--- src/rtl/vend_sequencer.sv ---
// Vending transaction controller: coin credit, vend handshake and one-coin-at-a-time change/refund.
// Optional `SALES_TOTAL_EN adds a wrapping sales_total counter of vended prices.
module vend_sequencer #(
    parameter int CREDIT_W    = 11,
    parameter int TIMEOUT_CYC = 1000000,
    parameter int SALES_W     = 20
) (
    input  logic                clk,
    input  logic                rst_n,
    input  logic [CREDIT_W-1:0] price,
    input  logic                coin_dollar,
    input  logic                coin_quarter,
    input  logic                coin_dime,
    input  logic                coin_nickel,
    input  logic                cancel,
    output logic                vend_req,
    input  logic                vend_ack,
    output logic                eject_req,
    output logic [1:0]          eject_coin,
    input  logic                eject_ack,
    output logic [CREDIT_W-1:0] credit,
    output logic                l_select,
    output logic                l_pay,
    output logic                l_vend,
`ifdef SALES_TOTAL_EN
    output logic [SALES_W-1:0]  sales_total,
`endif
    output logic [2:0]          state_dbg
);

    // Handshakes: vend_req/eject_req rise and hold until the matching one-cycle ack
    // is sampled while the request is high; the request drops on the following cycle.
    typedef enum logic [2:0] {S_IDLE, S_PAY, S_VEND, S_CHANGE, S_DONE} state_t;

    localparam int TO_W = (TIMEOUT_CYC > 1) ? $clog2(TIMEOUT_CYC + 1) : 1;
    localparam logic [TO_W-1:0]     TO_LAST    = TO_W'(TIMEOUT_CYC - 1);
    localparam logic [CREDIT_W:0]   SUM_100    = (CREDIT_W+1)'(100);
    localparam logic [CREDIT_W:0]   SUM_25     = (CREDIT_W+1)'(25);
    localparam logic [CREDIT_W:0]   SUM_10     = (CREDIT_W+1)'(10);
    localparam logic [CREDIT_W:0]   SUM_5      = (CREDIT_W+1)'(5);
    localparam logic [CREDIT_W-1:0] C_100      = CREDIT_W'(100);
    localparam logic [CREDIT_W-1:0] C_25       = CREDIT_W'(25);
    localparam logic [CREDIT_W-1:0] C_10       = CREDIT_W'(10);
    localparam logic [CREDIT_W-1:0] C_5        = CREDIT_W'(5);
    localparam logic [CREDIT_W-1:0] CREDIT_MAX = '1;

    state_t              state;
    logic [TO_W-1:0]     to_cnt;
    logic [CREDIT_W-1:0] price_l;
    logic [CREDIT_W:0]   coin_sum;
    logic [CREDIT_W:0]   sum_raw;
    logic [CREDIT_W-1:0] credit_add;
    logic                coin_any;
    logic                timeout_hit;
    logic [1:0]          sel_coin;
    logic [CREDIT_W-1:0] ej_val;

    always_comb begin
        coin_sum = '0;
        if (coin_dollar)  coin_sum = coin_sum + SUM_100;
        if (coin_quarter) coin_sum = coin_sum + SUM_25;
        if (coin_dime)    coin_sum = coin_sum + SUM_10;
        if (coin_nickel)  coin_sum = coin_sum + SUM_5;
        coin_any    = coin_dollar | coin_quarter | coin_dime | coin_nickel;
        sum_raw     = {1'b0, credit} + coin_sum;
        credit_add  = sum_raw[CREDIT_W] ? CREDIT_MAX : sum_raw[CREDIT_W-1:0];
        timeout_hit = (TIMEOUT_CYC != 0) && !coin_any && (to_cnt == TO_LAST);
    end

    // Greedy change: largest coin that still fits the remaining amount.
    always_comb begin
        sel_coin = 2'd3;
        if (credit >= C_100)     sel_coin = 2'd0;
        else if (credit >= C_25) sel_coin = 2'd1;
        else if (credit >= C_10) sel_coin = 2'd2;
        case (eject_coin)
            2'd0:    ej_val = C_100;
            2'd1:    ej_val = C_25;
            2'd2:    ej_val = C_10;
            default: ej_val = C_5;
        endcase
    end

    always_ff @(posedge clk or negedge rst_n) begin
        if (!rst_n) begin
            state      <= S_IDLE;
            credit     <= '0;
            price_l    <= '0;
            to_cnt     <= '0;
            vend_req   <= 1'b0;
            eject_req  <= 1'b0;
            eject_coin <= 2'd0;
`ifdef SALES_TOTAL_EN
            sales_total <= '0;
`endif
        end else begin
            case (state)
                S_IDLE: begin
                    if (price != '0) begin
                        state  <= S_PAY;
                        credit <= '0;
                        to_cnt <= '0;
                    end
                end
                S_PAY: begin
                    credit <= credit_add;
                    to_cnt <= coin_any ? '0 : to_cnt + TO_W'(1);
                    if (cancel || (price == '0) || timeout_hit) begin
                        state <= S_CHANGE;
                    end else if (credit_add >= price) begin
                        price_l  <= price;
                        vend_req <= 1'b1;
                        state    <= S_VEND;
                    end
                end
                S_VEND: begin
                    if (vend_ack) begin
                        vend_req <= 1'b0;
                        credit   <= credit - price_l;
                        state    <= S_CHANGE;
`ifdef SALES_TOTAL_EN
                        sales_total <= sales_total + SALES_W'(price_l);
`endif
                    end
                end
                S_CHANGE: begin
                    // eject_req low for one cycle after each ack before the next coin.
                    if (eject_req) begin
                        if (eject_ack) begin
                            credit    <= credit - ej_val;
                            eject_req <= 1'b0;
                        end
                    end else if (credit >= C_5) begin
                        eject_req  <= 1'b1;
                        eject_coin <= sel_coin;
                    end else begin
                        credit <= '0;
                        state  <= S_DONE;
                    end
                end
                S_DONE: begin
                    credit <= '0;
                    if (price == '0) state <= S_IDLE;
                end
                default: state <= S_IDLE;
            endcase
        end
    end

    assign l_select  = (state == S_IDLE);
    assign l_pay     = (state == S_PAY);
    assign l_vend    = (state == S_VEND) || (state == S_CHANGE) || (state == S_DONE);
    assign state_dbg = state;

endmodule

--- config.mk ---
export PLATFORM = sky130hd
export DESIGN_NAME = vend_sequencer
export DESIGN_NICKNAME = d
export VERILOG_FILES = /design/src/rtl/vend_sequencer.sv
export SDC_FILE = /design/constraint.sdc
export NUM_CORES = 1
export LEC_CHECK = 0
export ABC_CLOCK_PERIOD_IN_PS = 3400
export CORE_MARGIN = 10
export CORE_UTILIZATION = 53
export DETAILED_ROUTE_END_ITERATION = 12
export PLACE_DENSITY = 0.75
export SYNTH_ARGS = -nofsm -noshare
export SYNTH_HDL_FRONTEND = slang
export SYNTH_SLANG_ARGS = --single-unit
export TNS_END_PERCENT = 30
--- constraint.sdc ---
create_clock -name clk -period 3.4 [get_ports clk]
set_input_delay 0.68 -clock clk [delete_from_list [all_inputs] [get_ports clk]]
set_output_delay 0.68 -clock clk [all_outputs]
set_load 0.02 [all_outputs]
# [After elaboration in Yosys (flattened, before gate mapping)]
# Index checks and enable logic that the tools add are counted.
[classes] addsub=7 order_cmp=5 eq_ne=17 mux=33 bitwise=5 n_reduce_logical=19
[ops] op="$mux 11" count=6
[ops] op="$pmux 11 s5" count=1
[ops] op="$mux 20" count=2
[ops] op="$pmux 20 s2" count=1
[ops] op="$mux 12" count=3
[ops] op="$sub 11x11->11" count=2
[ops] op="$mux 3" count=7
[ops] op="$pmux 7 s3" count=1
[ops] op="$add 20x1->20 const B" count=1
[ops] op="$eq 20x20->1 const B" count=1
[ops] op="$pmux 3 s5" count=1
[ops] op="$add 11x12->12" count=1
[ops] op="$add 12x3->12 const B" count=1
[ops] op="$add 12x4->12 const B" count=1
[ops] op="$add 12x5->12 const B" count=1
[ops] op="$ge 11x11->1" count=1
[ops] op="$ge 11x3->1 const B" count=1
[ops] op="$ge 11x4->1 const B" count=1
[ops] op="$ge 11x5->1 const B" count=1
[ops] op="$ge 11x7->1 const B" count=1
[ops] op="$logic_not 11->1" count=1
[ops] op="$reduce_bool 11->1" count=1
[ops] op="$ne 2x2->1 const B" count=5
[ops] op="$mux 1" count=7
[ops] op="25 further kinds" count=37
[totals] ff_bits=49 out_inout_bits=21

# [Depth between registers and ports, before layout]
# Gate-level depths: netlist of run 1.
[logic_depth] ltp_word=13 depth_mapped=21 depth_no_buf=20

# [Least setup slack after synthesis of run 1]
# Ideal clock, no wire load.
[synth_timing] path_type="input to register" from="in coin_nickel" to="reg price_l[0]" setup_ps=127 arrival_time_ps=4197 required_time_ps=3273 slack_ps=-924 path_stages=18 n_path_buf=2 cell_sequence="buf_2 > nor2_1 > mux2_2 > ha_1 > buf_2 > nand4_1 > o41ai_2 > a31oi_4 > nor3b_4 > nand2b_1 > ha_1 > a21o_1 > a21oi_1 > o211ai_1 > o21a_1 > o21ai_1 > or2_1 > mux2_1"
[synth_between] elab_chain_cells=6
[synth_rtl] element="from (decl)" line="14" text="input logic coin_nickel,"
[synth_rtl] element="parallel branches: the longest is 5 deep, another holds $add 11x12->12"
[synth_rtl] element="$reduce_and 3->1 (no source line) (*)"
[synth_rtl] element="to (signal assigned)" line="111" text="price_l <= price;"
[synth_rtl] element="to (decl)" line="49" text="logic [CREDIT_W-1:0] price_l;"
# Mark *: on every way between the ends.
# A chain may end at the register's enable or synchronous reset.

# [Worst setup path after layout of run 1]
[layout_timing] from="in coin_quarter" to="reg price_l[0]"
[layout_between] elab_chain_cells=9
[layout_rtl] element="from (decl)" line="12" text="input logic coin_quarter,"
[layout_rtl] element="$mux 12" line="61" text="if (coin_quarter) coin_sum = coin_sum + SUM_25;"
[layout_rtl] element="$add 12x4->12" line="62" text="if (coin_dime) coin_sum = coin_sum + SUM_10;"
[layout_rtl] element="$mux 12" line="62"
[layout_rtl] element="$add 12x3->12" line="63" text="if (coin_nickel) coin_sum = coin_sum + SUM_5;"
[layout_rtl] element="$mux 12" line="63"
[layout_rtl] element="$add 11x12->12" line="65" text="sum_raw = {1'b0, credit} + coin_sum;"
[layout_rtl] element="$mux 11" line="66" text="credit_add = sum_raw[CREDIT_W] ? CREDIT_MAX : sum_raw[CREDIT_W-1:0];"
[layout_rtl] element="$ge 11x11->1" line="110" text="end else if (credit_add >= price) begin"
[layout_rtl] element="$reduce_and 3->1 (no source line) (*)"
# Mark *: on every way between the ends. The rest lies on a longest branch, timed or not.

==> results of run 1 <==
[state kept, by name, indices dropped and copies added, names as in the netlist]
name,cells
to_cnt,20
credit,11
price_l,11
state_dbg,3
eject_coin,2
eject_req,1
vend_req,1
[stage by stage]
step,cells,area (um^2),worst slack [ns]
finish,741,5670,-0.645
global route,741,5670,-0.810
CTS,739,5640,-0.622
global placement,725,5410,-1.45
floorplan,533,4500,-0.831
detailed placement,725,5410,-1.61
[synth_stat cells, types with 3 or more instances]
library cell  instances
a211oi_1              4
a21o_1               10
a21oi_1              33
a221o_1               4
a22o_1                4
a31oi_1               8
and2_1                5
and3_1                5
buf_2                 9
clkbuf_1              6
dfrtp_1              49
fa_1                  3
ha_1                 46
inv_1                39
nand2_1              46
nand2b_1             12
nand3_1              13
nand4_1               8
nor2_1               37
nor2b_1               3
nor3_1                7
nor4_1                3
o211ai_1              9
o21ai_0              52
o21ai_1              20
o22ai_1               5
o31ai_1               6
or2_1                 4
xnor2_1              15
xor2_1               10
[repair_timing]
action,CTS,global route
hold buffers,0,0
buffers inserted,6,2
gates resized for setup,39,4
setup endpoints to repair,22,14
pin swaps,19,4
[worst max-delay path: stages]
cell      delay [ns]
buf_8           0.11
ha_4            0.24
inv_2           0.04
o211ai_1        0.09
buf_4           0.16
xnor2_2         0.14
ha_4            0.29
inv_2           0.05
o41ai_4         0.38
a31oi_4         0.07
nor3b_4         0.32
nand2b_4        0.20
ha_4            0.19
a21o_1          0.20
a21oi_2         0.17
o211ai_1        0.12
o21a_1          0.22
o21ai_2         0.13
or2_4           0.15
mux2_4          0.29
[cells by family (layout without fill, tap and decap cells)]
logic type                 after synthesis  in the layout  synth area share [%]
xor gates and xnor gates                25             25                  4.99
adders and majority gates               49             49                  14.5
muxes                                    3              3                 0.770
buffers and inverters                   60            163                  5.50
and+or+nand+nor                        157            157                  18.1
DFF                                     49             49                  27.9
AOI/OAI and AO/OA                      190            190                  28.2
[layout make-up]
class,instances,area share (%)
well taps,105,2.32
clock buffers,5,1.21
multi-input cells,424,54.3
flip-flops and latches,49,21.6
repair buffers,114,16.9
clock inverters,3,0.861
inverters,41,2.76
[placed cells by master (no fill, tap or decap), drive strengths merged, types with 3 or more instances in the layout]
cell type | synthesis | final
fa | 3 | 3
a22o | 4 | 4
a21oi | 33 | 33
o21ai | 73 | 73
a211oi | 6 | 6
clkdlybuf4s50 | 0 | 35
nand2 | 46 | 46
a31oi | 9 | 9
nor2 | 37 | 37
buf | 12 | 78
nor2b | 3 | 3
inv | 41 | 42
o41ai | 3 | 3
xor2 | 10 | 10
dfrtp | 49 | 49
a211o | 3 | 3
ha | 46 | 46
nand2b | 12 | 12
clkbuf | 7 | 6
o31ai | 6 | 6
nand4 | 8 | 8
mux2 | 3 | 3
nor4 | 5 | 5
and3 | 5 | 5
and2 | 5 | 5
xnor2 | 15 | 15
a221o | 4 | 4
nor3 | 8 | 8
o311ai | 3 | 3
o211ai | 9 | 9
nand3 | 13 | 13
a21o | 10 | 10
o22ai | 5 | 5
or2 | 5 | 5
[layer usage]
metal	share of wire, %	track usage [%]
met2	45	33.3
met4	2.9	8.68
met3	7.1	3.30
met5	0	0
met1	45	27.9
[where the power goes]
group	switching [mW]	internal [mW]	total, mW
clock	0.233	0.225	0.457
sequential	0.171	0.734	0.905
combinational	1.90	1.51	3.41
total	2.30	2.47	4.77
[final timing paths]
path	start	slack [ns]	endpoint
max in group asynchronous	rst_n	2.15	credit[10]
max reg2reg	credit[0]	-0.25	price_l[0]
min in group asynchronous	rst_n	0.56	to_cnt[2]
min	to_cnt[16]	0.51	to_cnt[16]
max	coin_quarter	-0.65	price_l[0]
min reg2reg	to_cnt[16]	0.51	to_cnt[16]
==> results by group, run 1 <==
Route
  • DRT antenna net count: 0
  • Per-cell routed wire length: 17.8 um
  • DR pass1 iterations: 5
  • Via density per instance: 6.09
  • DR iter-0 viols: 316
  • Total wire length: 13200 um
  • Post-route DRC: 0
  • Via count: 4515

GRT
  • First-pass GRT wire length: 22000 um
  • Initial antenna violation count: 0
  • Total GRT Usage: 21.1%
  • Number of global-route vias before repair: 4368
  • Largest net degree at the start of global routing: 50
  • Total overflow reported by the global router: 0

Status
  • Failing checks: setup timing
  • Outcome: complete, but fails checks

Logic synthesis
  • Syn Inst Count: 533
  • Synth unique cells: 73
  • YS warnings: 0
  • Syn_nets: 602
  • Leading post-synthesis cells by cell area: dfrtp_1 (28%), ha_1 (13%), o21ai_0 (5.9%)
  • Yosys reg bits: 49
  • Ys flop type: dfrtp_1
  • FFs w/ async S/R, synth: 100%
  • Synthesized area per cell: 8.23 um^2
  • Share of the synthesized area in the top cell type: 27.9%
  • Post-synthesis sequential area ratio: 27.9%
  • Largest area contributor in the synthesized netlist: dfrtp_1
  • Post-synth EDFFs: 0
  • Synthesized area: 0.00439 mm^2

Critical path
  • Setup Crit Path Kind: in -> reg
  • Critical path endpoint category: flip-flop
  • Reg2Reg Depth: 15
  • CP Launch Type: input port
  • WP data required: 3.61 ns
  • Arr. time, crit path: 4.26 ns
  • Critical path peak fanout: 6

Hold path
  • Hold Crit Class: reg -> reg
  • Hold depth: 1

STA
  • Relative slew slack: 25.4%
  • Max Freq: 247 MHz
  • TNS Setup: -7.77 ns
  • Slew @ Worst Pin: 1.12 ns
  • Tmin final: 4.05 ns
  • RSZ-0062 raised after global routing: yes
  • Hold Vio Cnt, Final: 0
  • Fin. max-slew vios: 0
  • Clock Skew: 0.00866 ns
  • Tcrit/Tclk final: 119%
  • Slack of the critical path: -0.645 ns
  • Final hold slack: 0.514 ns
  • Final setup viols: 14

CTS
  • Cts bufs inserted: 5
  • Clock tree buffer depth: 2
  • CTS root buffer: clkbuf_8
  • Clk slew on worst S/H paths: 0.11 ns
  • TritonCTS clock tree: done
  • Clock Latency Late Sink: 0.32 ns
  • H-Tree Depth: 2
  • Clk sinks: 49

Floorplanning
  • Row cnt: 33
  • Die width: 111 um
  • Starting density of the core: 53.9%
  • Chip height: 111 um
  • Die area: 0.0123 mm^2
  • Core box area: 0.00813 mm^2
  • Ports: 41

Flow run
  • Max-Cap Viols: 0

Layout
  • FILL cells: 658
  • Core Util, Final: 69.7%
  • Reg area: 0.00123 mm^2
  • N_diodes: 0
  • Share of cells above drive strength 1: 20.8%
  • Fin nets: 704
  • Multi-input gate area: 0.00308 mm^2
  • Area growth syn-to-layout: 29.2%

Placed design
  • Global placer's final weighted congestion: 0.956
  • # port buffers: 40
  • Hpwl dp: 10300 um

Pwr
  • P_leak: 2.59 nW
  • Max VDD drop: 362 uV
  • Pwr Density: 841 mW/mm^2
  • Power, Total: 4.77 mW
(Power assumes the default switching activity.)
==> run 2: changes to the inputs <==
--- a/config.mk
+++ b/config.mk
@@ -6,6 +6,7 @@
 export NUM_CORES = 1
 export LEC_CHECK = 0
 export ABC_CLOCK_PERIOD_IN_PS = 3400
+export CORE_ASPECT_RATIO = 2
 export CORE_MARGIN = 10
 export CORE_UTILIZATION = 53
 export DETAILED_ROUTE_END_ITERATION = 12
==> results by group, run 2 (synthesized netlist as in run 1, its figures left out) <==
Status
  • Outcome: complete, but fails checks
  • Failing checks: setup timing

CTS
  • Cts bufs inserted: 5
  • CTS root buffer: clkbuf_16
  • CTS Hold Bufs: 0
  • H-Tree Depth: 2
  • TritonCTS clock tree: done
  • Clk slew on worst S/H paths: 0.07 ns
  • Clock tree buffer depth: 2
  • Clock Latency Late Sink: 0.30 ns
  • Clk sinks: 49

GRT
  • Total overflow reported by the global router: 0
  • First-pass GRT wire length: 25000 um
  • Total GRT Usage: 25.0%
  • Largest net degree at the start of global routing: 36
  • Initial antenna violation count: 0
  • Number of global-route vias before repair: 4946

Floorplanning
  • Starting density of the core: 54.8%
  • Row cnt: 46
  • Ports: 41
  • Die width: 84.3 um
  • Core box area: 0.00800 mm^2
  • Chip height: 149 um
  • Die area: 0.0125 mm^2

Critical path
  • Worst path slowest cell: o41ai_4
  • Buf+Inv Stages, Crit Path: 3
  • Reg2Reg Depth: 16
  • Critical path endpoint category: flip-flop
  • Most common cell on crit path: ha_1
  • R2R Setup Slk: -0.41 ns
  • Arr. time, crit path: 4.54 ns
  • WP data required: 3.58 ns
  • Setup Crit Path Kind: in -> reg
  • Biggest cell delay along the critical path: 0.42 ns
  • RR Endpoint: state_dbg[1]
  • Worst-path cell chain: buf_2 -> buf_6 -> o211ai_1 -> xnor2_1 -> nand2_1 -> o21ai_1 -> ha_1 -> nand4_1 -> o41ai_4 -> a31oi_4 -> buf_4 -> nor3_1 -> a21oi_1 -> ha_1 -> nand3_1 -> a21boi_0 -> o21a_1 -> o21ai_2 -> or2_4 -> mux2_4
  • R2R Path Start: credit[0]
  • Critical path peak fanout: 7
  • CP Launch Type: input port
  • CP top delay family: compound AO/OA/AOI/OAI gates

Layout
  • Top flop regs: to_cnt x20, credit x11, price_l x11
  • Fin nets: 721
  • Area growth syn-to-layout: 38.3%
  • Post-route design area: 0.00607 mm^2
  • Leading cell type in the layout, fill and taps excluded: buf_4
  • Share of cells above drive strength 1: 27.0%
  • Biggest register: to_cnt
  • Max reg flops: 20
  • N_diodes: 0
  • Most frequent cells in the layout: buf_4 (83), dfrtp_1 (49), o21ai_0 (45)

STA
  • Clock Skew: 0.00719 ns
  • Max Freq: 230 MHz
  • Relative slew slack: 16.3%
  • Slack of the critical path: -0.953 ns
  • Tmin final: 4.35 ns
  • Fin. max-slew vios: 0
  • Final setup viols: 16
  • Slew @ Worst Pin: 1.25 ns
  • RSZ-0062 raised after global routing: yes
  • Hold Vio Cnt, Final: 0
  • Final hold slack: 0.467 ns
  • Tcrit/Tclk final: 128%

Route
  • Via density per instance: 6.70
  • Post-route DRC: 0
  • DR iter-0 viols: 476
  • DRT antenna net count: 0
  • DR pass1 iterations: 5
  • Via count: 5018
  • Per-cell routed wire length: 23.2 um
  • Total wire length: 17400 um

Hold path
  • Hold Crit Class: in -> async

Pwr
  • P_leak: 2.75 nW
  • Max VDD drop: 505 uV
  • Pwr Density: 900 mW/mm^2

Placed design
  • # port buffers: 40
  • Hpwl dp: 11600 um
  • Global placer's final weighted congestion: 1.01
  • Placement-stage cell area: 0.00539 mm^2

Flow run
  • Max-Cap Viols: 0
-- run 2: cell count changes in the layout (fill, tap and decap cells not counted), moves of 3 or more --
cell / delta
o21ai_2: +10
o21ai_1: -5
nand2b_4: +3
clkbuf_8: -4
o21ai_0: -6
buf_6: +4
buf_4: +12
ha_1: -3
clkbuf_16: +5
ha_4: +4
a21oi_1: -4
a21oi_2: +3
nand2b_1: -3
-- run 2: how the worst max path moves through the flow --
stage | start | to | slack, ns | cells past startpoint
3_5_place_dp | coin_quarter | price_l[0] | -1.65 | 20
6_report | coin_dollar | price_l[0] | -0.95 | 20
2_1_floorplan | coin_nickel | price_l[0] | -0.83 | 18
4_1_cts | coin_dime | state_dbg[1] | -0.70 | 22
3_3_place_gp | coin_quarter | price_l[0] | -1.49 | 20
5_1_grt | coin_dollar | price_l[0] | -1.09 | 20
-- run 2: area by class of cell --
class	instances	area, um^2
Tap cell	96	120
Inverter	41	156
Multi-Input combinational cell	424	3280
Clock inverter	1	30.0
Clock buffer	7	143
Timing Repair Buffer	131	1110
Fill cell	534	1930
Sequential cell	49	1230
-- run 2: power by group --
group | switching (mW) | internal [mW]
clock network | 0.231 | 0.368
logic | 2.26 | 1.69
registers | 0.175 | 0.735
total | 2.67 | 2.79
-- run 2: repair_timing --
item                       CTS  global route
pin swaps                   23            27
resized for setup           61            34
buffers inserted            19             7
gates cloned                 1             0
setup endpoints to repair   23            16
-- run 2: through the flow --
stage	worst slack (ns)	total power, mW	cells	util (%)	TNS (ns)
CTS	-0.701	5.07	742	73.2	-9.01
global placement	-1.49	4.15	714	67.3	-23.73
floorplan	-0.831	3.06	533	-	-10.65
global route	-1.09	5.74	749	75.9	-15.47
finish	-0.953	5.46	749	75.9	-13.33
detailed placement	-1.65	4.23	714	67.3	-26.77
-- run 2: layer usage --
layer | track usage [%] | wire (um) | vias up
met5 | 0 | 0 | -
met4 | 23.0 | 1820 | 0
met3 | 4.87 | 1160 | 130
met2 | 45.4 | 8870 | 302
met1 | 22.1 | 5540 | 2390
li1 | - | - | 2196
-- run 2: worst reg2reg max path, delay by kind of cell (launching register included) --
kind | cells | cell delay [ns]
AO/OA/AOI/OAI | 8 | 1.41
XOR/XNOR | 1 | 0.28
adder cells (fa/ha/maj) | 3 | 0.85
buffers and inverters | 1 | 0.13
flip-flops | 1 | 0.41
AND/OR/NAND/NOR | 3 | 0.59
==> run 3: changes to the inputs <==
--- a/config.mk
+++ b/config.mk
@@ -5,7 +5,6 @@
 export SDC_FILE = /design/constraint.sdc
 export NUM_CORES = 1
 export LEC_CHECK = 0
-export ABC_CLOCK_PERIOD_IN_PS = 3400
 export CORE_ASPECT_RATIO = 2
 export CORE_MARGIN = 10
 export CORE_UTILIZATION = 53
==> results of run 3 <==
The final DEF is identical to that of run 2; final timing and power are the same.
